$ cat src/rtl/fetch_stage.sv
// MIPS instruction fetch stage: program counter, handshaked instruction fetch,
// IF/ID pipeline register with a one-word hold buffer for hazard stalls.
module fetch_stage #(
  parameter logic [31:0] RESET_PC = 32'h0000_0000
) (
  input  logic        clk,
  input  logic        rst_n,
  output logic [31:0] imem_addr,
  output logic        imem_req,
  input  logic        imem_ready,
  input  logic [31:0] imem_rdata,
  input  logic        stall,
  input  logic        branch_taken,
  input  logic [31:0] branch_offset,
  input  logic [31:0] branch_pc4,
  input  logic        jump,
  input  logic [25:0] jump_index,
  output logic [31:0] if_id_instr,
  output logic [31:0] if_id_pc4,
  output logic        if_id_valid
);

  typedef enum logic {FETCH, HOLD} state_t;

  state_t      state_reg, state_next;
  logic [31:0] pc_reg, pc_next;
  logic [31:0] instr_reg, instr_next;
  logic [31:0] pc4_reg, pc4_next;
  logic        valid_reg, valid_next;
  logic [31:0] hold_instr_reg, hold_instr_next;
  logic [31:0] hold_pc4_reg, hold_pc4_next;

  logic        redirect;
  logic        accept;
  logic [31:0] pc_plus4;
  logic [31:0] target;

  assign redirect = branch_taken | jump;
  assign accept   = (state_reg == FETCH) && imem_ready;
  assign pc_plus4 = pc_reg + 32'd4;
  // Branch wins over jump when both are asserted.
  assign target   = branch_taken ? (branch_pc4 + (branch_offset << 2))
                                 : {branch_pc4[31:28], jump_index, 2'b00};

  // Gate with rst_n so the request drops immediately on reset assertion.
  assign imem_req    = rst_n && (state_reg == FETCH);
  assign imem_addr   = pc_reg;
  assign if_id_instr = instr_reg;
  assign if_id_pc4   = pc4_reg;
  assign if_id_valid = valid_reg;

  always_ff @(posedge clk or negedge rst_n) begin
    if (!rst_n) begin
      state_reg      <= FETCH;
      pc_reg         <= RESET_PC;
      instr_reg      <= 32'd0;
      pc4_reg        <= 32'd0;
      valid_reg      <= 1'b0;
      hold_instr_reg <= 32'd0;
      hold_pc4_reg   <= 32'd0;
    end else begin
      state_reg      <= state_next;
      pc_reg         <= pc_next;
      instr_reg      <= instr_next;
      pc4_reg        <= pc4_next;
      valid_reg      <= valid_next;
      hold_instr_reg <= hold_instr_next;
      hold_pc4_reg   <= hold_pc4_next;
    end
  end

  always_comb begin
    state_next      = state_reg;
    pc_next         = pc_reg;
    instr_next      = instr_reg;
    pc4_next        = pc4_reg;
    valid_next      = valid_reg;
    hold_instr_next = hold_instr_reg;
    hold_pc4_next   = hold_pc4_reg;

    if (redirect) begin
      // Flush beats stall; any accepted or buffered word is dropped.
      state_next      = FETCH;
      pc_next         = target;
      valid_next      = 1'b0;
      hold_instr_next = 32'd0;
      hold_pc4_next   = 32'd0;
    end else begin
      unique case (state_reg)
        FETCH: begin
          if (accept) begin
            pc_next = pc_plus4;
            if (stall) begin
              hold_instr_next = imem_rdata;
              hold_pc4_next   = pc_plus4;
              state_next      = HOLD;
            end else begin
              instr_next = imem_rdata;
              pc4_next   = pc_plus4;
              valid_next = 1'b1;
            end
          end
        end
        HOLD: begin
          if (!stall) begin
            instr_next = hold_instr_reg;
            pc4_next   = hold_pc4_reg;
            valid_next = 1'b1;
            state_next = FETCH;
          end
        end
        default: state_next = FETCH;
      endcase
    end
  end

endmodule

$ cat config.mk
export PLATFORM = sky130hd
export DESIGN_NAME = fetch_stage
export DESIGN_NICKNAME = d
export VERILOG_FILES = /design/src/rtl/fetch_stage.sv
export SDC_FILE = /design/constraint.sdc
export NUM_CORES = 1
export LEC_CHECK = 0
export CORE_MARGIN = 10
export CORE_UTILIZATION = 50
export CTS_BUF_LIST = sky130_fd_sc_hd__clkbuf_4 sky130_fd_sc_hd__clkbuf_8
export CTS_CLUSTER_SIZE = 14
export DETAILED_ROUTE_END_ITERATION = 10
export PLACE_DENSITY = 0.8
export SLEW_MARGIN = 20
export SYNTH_ARGS = -nofsm -noshare
export SYNTH_HDL_FRONTEND = slang
export SYNTH_SLANG_ARGS = --single-unit
$ cat constraint.sdc
create_clock -name clk -period 2.1 [get_ports clk]
set_input_delay 0.315 -clock clk [delete_from_list [all_inputs] [get_ports clk]]
set_output_delay 0.315 -clock clk [all_outputs]
set_load 0.01 [all_outputs]
### Yosys cells after proc, flatten, opt, wreduce, memory -nomap -nowiden

Cells that the tools add are included.
W data, S select, Z words.

| storage, ports and cells | value |
|---|---|
| register bits | 162 |
| bits of input ports | 128 |
| output and inout bits | 98 |
| word-level logic and storage cells | 52 |

| operators by class | value |
|---|---|
| add/subtract/negate cells | 2 |
| equal/unequal tests | 5 |
| multiplexer cells | 28 |
| bitwise operators | 3 |
| reduce and logical (&&, ||, !) cells | 7 |

Operators with widths:

| operator | number |
|---|---|
| $mux W32 | 18 |
| $pmux W32 S2 | 2 |
| $add A32 B3 Y32 const B | 1 |
| $add A32 B32 Y32 | 1 |
| $mux W1 | 6 |
| $ne A2 B2 Y1 const B | 3 |
| $pmux W1 S2 | 2 |
| $reduce_and A4 Y1 | 1 |
| $reduce_bool A2 Y1 | 2 |
| $ne A3 B3 Y1 const B | 1 |
| $reduce_and A3 Y1 | 1 |
| $logic_and A1 B1 Y1 | 2 |
| $ne A2 B1 Y1 const B | 1 |
| $not A1 Y1 | 2 |
| $reduce_and A2 Y1 | 1 |
| $or A1 B1 Y1 | 1 |

### Logic depth before layout (Yosys ltp)

| depth | value |
|---|---|
| word-level depth | 5 |
| depth in mapped cells | 9 |

### Least setup slack after synthesis

OpenSTA, ideal clock, no wires.

| timing path | value |
|---|---|
| path type | input-to-reg |
| start point | input branch_offset[0] |
| end point | register pc_reg[12], in the netlist imem_addr[12] |
| data arrival time | 2,107 ps |
| data required time | 1,974 ps |
| slack | -133 ps |
| stages on the path | 8 |
| cells stage by stage | ha_1 > fa_1 > a211oi_1 > o21a_1 > o21ai_1 > a21boi_0 > xnor2_1 > a221o_1 |

| on the way | value |
|---|---|
| word-level cells in the longest chain between the ends | 3 |

RTL lines:

| item | RTL line | text |
|---|---|---|
| start: declaration | 14 | `input logic [31:0] branch_offset,` |
| $add A32 B32 Y32 | 42 | `assign target = branch_taken ? (branch_pc4 + (branch_offset << 2))` |
| $mux W32 | 42 |  |
| $mux W32 | 81 | `if (redirect) begin` |
| end signal: assignment | 63 | `pc_reg <= pc_next;` |
| end: declaration | 26 | `logic [31:0] pc_reg, pc_next;` |

No other way between the ends.
A chain may end at the register's enable or synchronous reset.

### Worst setup path after layout

| timing path | value |
|---|---|
| start point | input branch_offset[10] |
| end point | register pc_reg[28], in the netlist imem_addr[28] |

Same word-level chain as after synthesis.

==> metrics.yaml <==
yosysWarnings: 0
drt_wl_total_mm: 30.37
ioPinCount: 226
layout-drive-gt1-share_pct: 18.16
root_buffer: "clkbuf_8"
clkSinkCount: 162
worstSetupPathType: "in2reg"
hpwl_mm: 22.98
drv_slew: 0
ctsHoldBuffers: 0
final_cell_area_mm2: 0.01372
vdd_ir_drop_max_mv: 0.3916
io_buffers: 223
yosysUniqueCellTypes: 66
dr_total_vias: 9174
maxCapViolations: 0
p_leak_nw: 5.883
total_power_mw: 9.760
synth_area_mm2: 0.009519
drt_pre_antenna_iters: 5
tightestPinTransition_ns: 0.9168
critical_path.max_stage_delay_ns: 0.46
ant_nets: 0
cts_made_buffers: 17
max_freq_ghz: 0.4646
cp_cell_sequence: "clkdlybuf4s50_1 > ha_4 > nand4_1 > buf_4 > nor3_1 > a21oi_1 > a21boi_2 > mux2i_1 > a21oi_1"
place_inst: 1563
routedWlPerCell_um: 18.98
synth.top_cell.area_share_pct: 42.59
syn_avg_cell_area_um2: 9.351
hold_viol: 34
power.density_mw_per_mm2: 711.4
end_kind: "flop"
cts_max_path_buffers: 2
die_area_mm2: 0.02496
synthFlopType: "dfrtp_1"
syn_to_final_growth_pct: 44.14
place.gp.congestion: 0.9894
path_clk_slew_ns: 0.09
mostFrequentLayoutCells: "216 x clkdlybuf4s50_1, 161 x dfrtp_1, 153 x buf_4"
min_period_over_period_pct: 102.5
num_antenna_cells: 0
dieHeight_um: 158.0
initial_core_util_pct: 50.89
cp_max_fo: 3
start_kind: "primary input"
synth-edff-count: 0
fin_util_pct: 73.35
async_reset_ff_share_pct: 100.0
core_region_area_mm2: 0.01871
htreeDepth: 4
rsz0062_at_grt: "yes"
grt_first_pass_wirelength_mm: 47.55
clock_latency_ns: 0.47
synth_top_area_cell: "dfrtp_1"
finClkSkew_ns: 0.01252
cpMostUsedCell: "a21oi_1"
synthTopCellsByArea: "dfrtp_1 43%, mux2i_1 7.9%, a22o_1 5.7%, nand2_1 4.9%, xnor2_1 4.3%"
setup_slack_ns: -0.05239
grt_max_degree: 163
die_w_um: 158.0
syn-num-nets: 1177
setup_viol: 4
status: "finished, violations left"
fin_nets: 1512
grt_pass1_vias: 9193
cp.required_ns: 2.46
ys_seq_elements: 162
post-route-min-period_ns: 2.152
tritoncts: "built"
r2r_slack_ns: 0.04
gr-total-overflow: 0
place_area_mm2: 0.01308
tns_ns: -0.1274
slowest_stage: "clkdlybuf4s50_1"
fin_cells: 1600
holdWs_ns: -0.08646
netlist_instances: 1018
mostFrequentLayoutCell: "clkdlybuf4s50_1"
arrival_ns: 2.51
seq_area_frac_synth_pct: 42.59
violations: "negative hold slack, negative setup slack"
drt_iter0_drc: 567
hp-class: "in2async"
grt_antenna_before_repair: 0
grt.total_usage_pct: 23.70
rows: 50
drc: 0
relSlewSlack_pct: 38.88
via_per_inst: 5.734
final cells by class:
class	count	area [um^2]
Fill cell	1392	4985
Timing Repair Buffer	384	3553
Sequential cell	162	4058
Clock buffer	18	247.7
Inverter	11	41.29
Multi-Input combinational cell	777	5394
Clock inverter	14	133.9
Tap cell	234	292.8
path summary, 6_finish.rpt:
| kind | from | end | depth (start not counted) |
|---|---|---|---|
| worst min register to register | if_id_pc4[30] | if_id_pc4[30] | 2 |
| worst max register to register | imem_addr[2] | if_id_pc4[12] | 8 |
| min in group clk | branch_offset[0] | imem_addr[2] | 4 |
| worst max-delay path | branch_offset[10] | imem_addr[28] | 9 |
| max in group asynchronous | rst_n | state_reg | 2 |
| worst min-delay path | rst_n | hold_instr_reg[28] | 2 |
what timing repair did:
item / in CTS / in global routing
gates resized for setup: 13 / 38
pin swaps: 3 / 17
gates cloned: 0 / 0
setup buffers: 0 / 5
endpoints found under the setup margin: 11 / 27
logic make-up (layout without fill, tap and decap cells):
family	Yosys count	in the layout	share of synthesized area, %
compound gates	307	307	20.99
simple gates	300	300	15.01
flops	162	162	42.59
mux	81	81	8.596
buf+inv	79	427	3.326
xor+xnor	58	58	5.336
fa+ha+maj	31	31	4.154
through the flow:
step | hold WS, ns | setup slack, ns
floorplan | 0.01941 | 0.01813
global placement | 0.4602 | -0.5664
detailed placement | 0.4689 | -0.6650
CTS | 0.03629 | 0.002724
global route | 0.06654 | -0.1711
finish | -0.08646 | -0.05239
cells in the mapped netlist (all sizes together) (11+ instances only):
library cell and number:
dfrtp 162, nand2 123, o21ai 111, mux2i 75
a22o 62, a21oi 56, nor2 51, xnor2 47
clkbuf 45, nand3 32, ha 30, nand4 29
buf 23, nor3 19, a31oi 12, o21a 11
xor2 11
critical path: cells and delay by family:
family                   cells  cell delay, ns
adder cells (fa/ha/maj)      1            0.30
multiplexers                 1            0.21
AND/OR/NAND/NOR              2            0.55
buffers and inverters        2            0.65
AO/OA/AOI/OAI                3            0.48
layer usage:
metal  vias up  share of wire (%)  GRT usage, %
li1       4385                  -             -
met1      4385                 42         29.29
met2       353                 47         39.20
met3        51                8.4         6.757
met4         0                2.2         7.499
met5         -                  0             0
where the power goes:
| part | internal, mW | total, mW | leakage, nW | switching, mW |
|---|---|---|---|---|
| Combinational | 1.92 | 3.66 | 3.63 | 1.75 |
| Clock | 0.976 | 2.21 | 0.177 | 1.23 |
| Sequential | 3.58 | 3.89 | 2.08 | 0.308 |
| Total | 6.48 | 9.76 | 5.88 | 3.28 |
No activity file was read; power rests on OpenSTA's default activity.
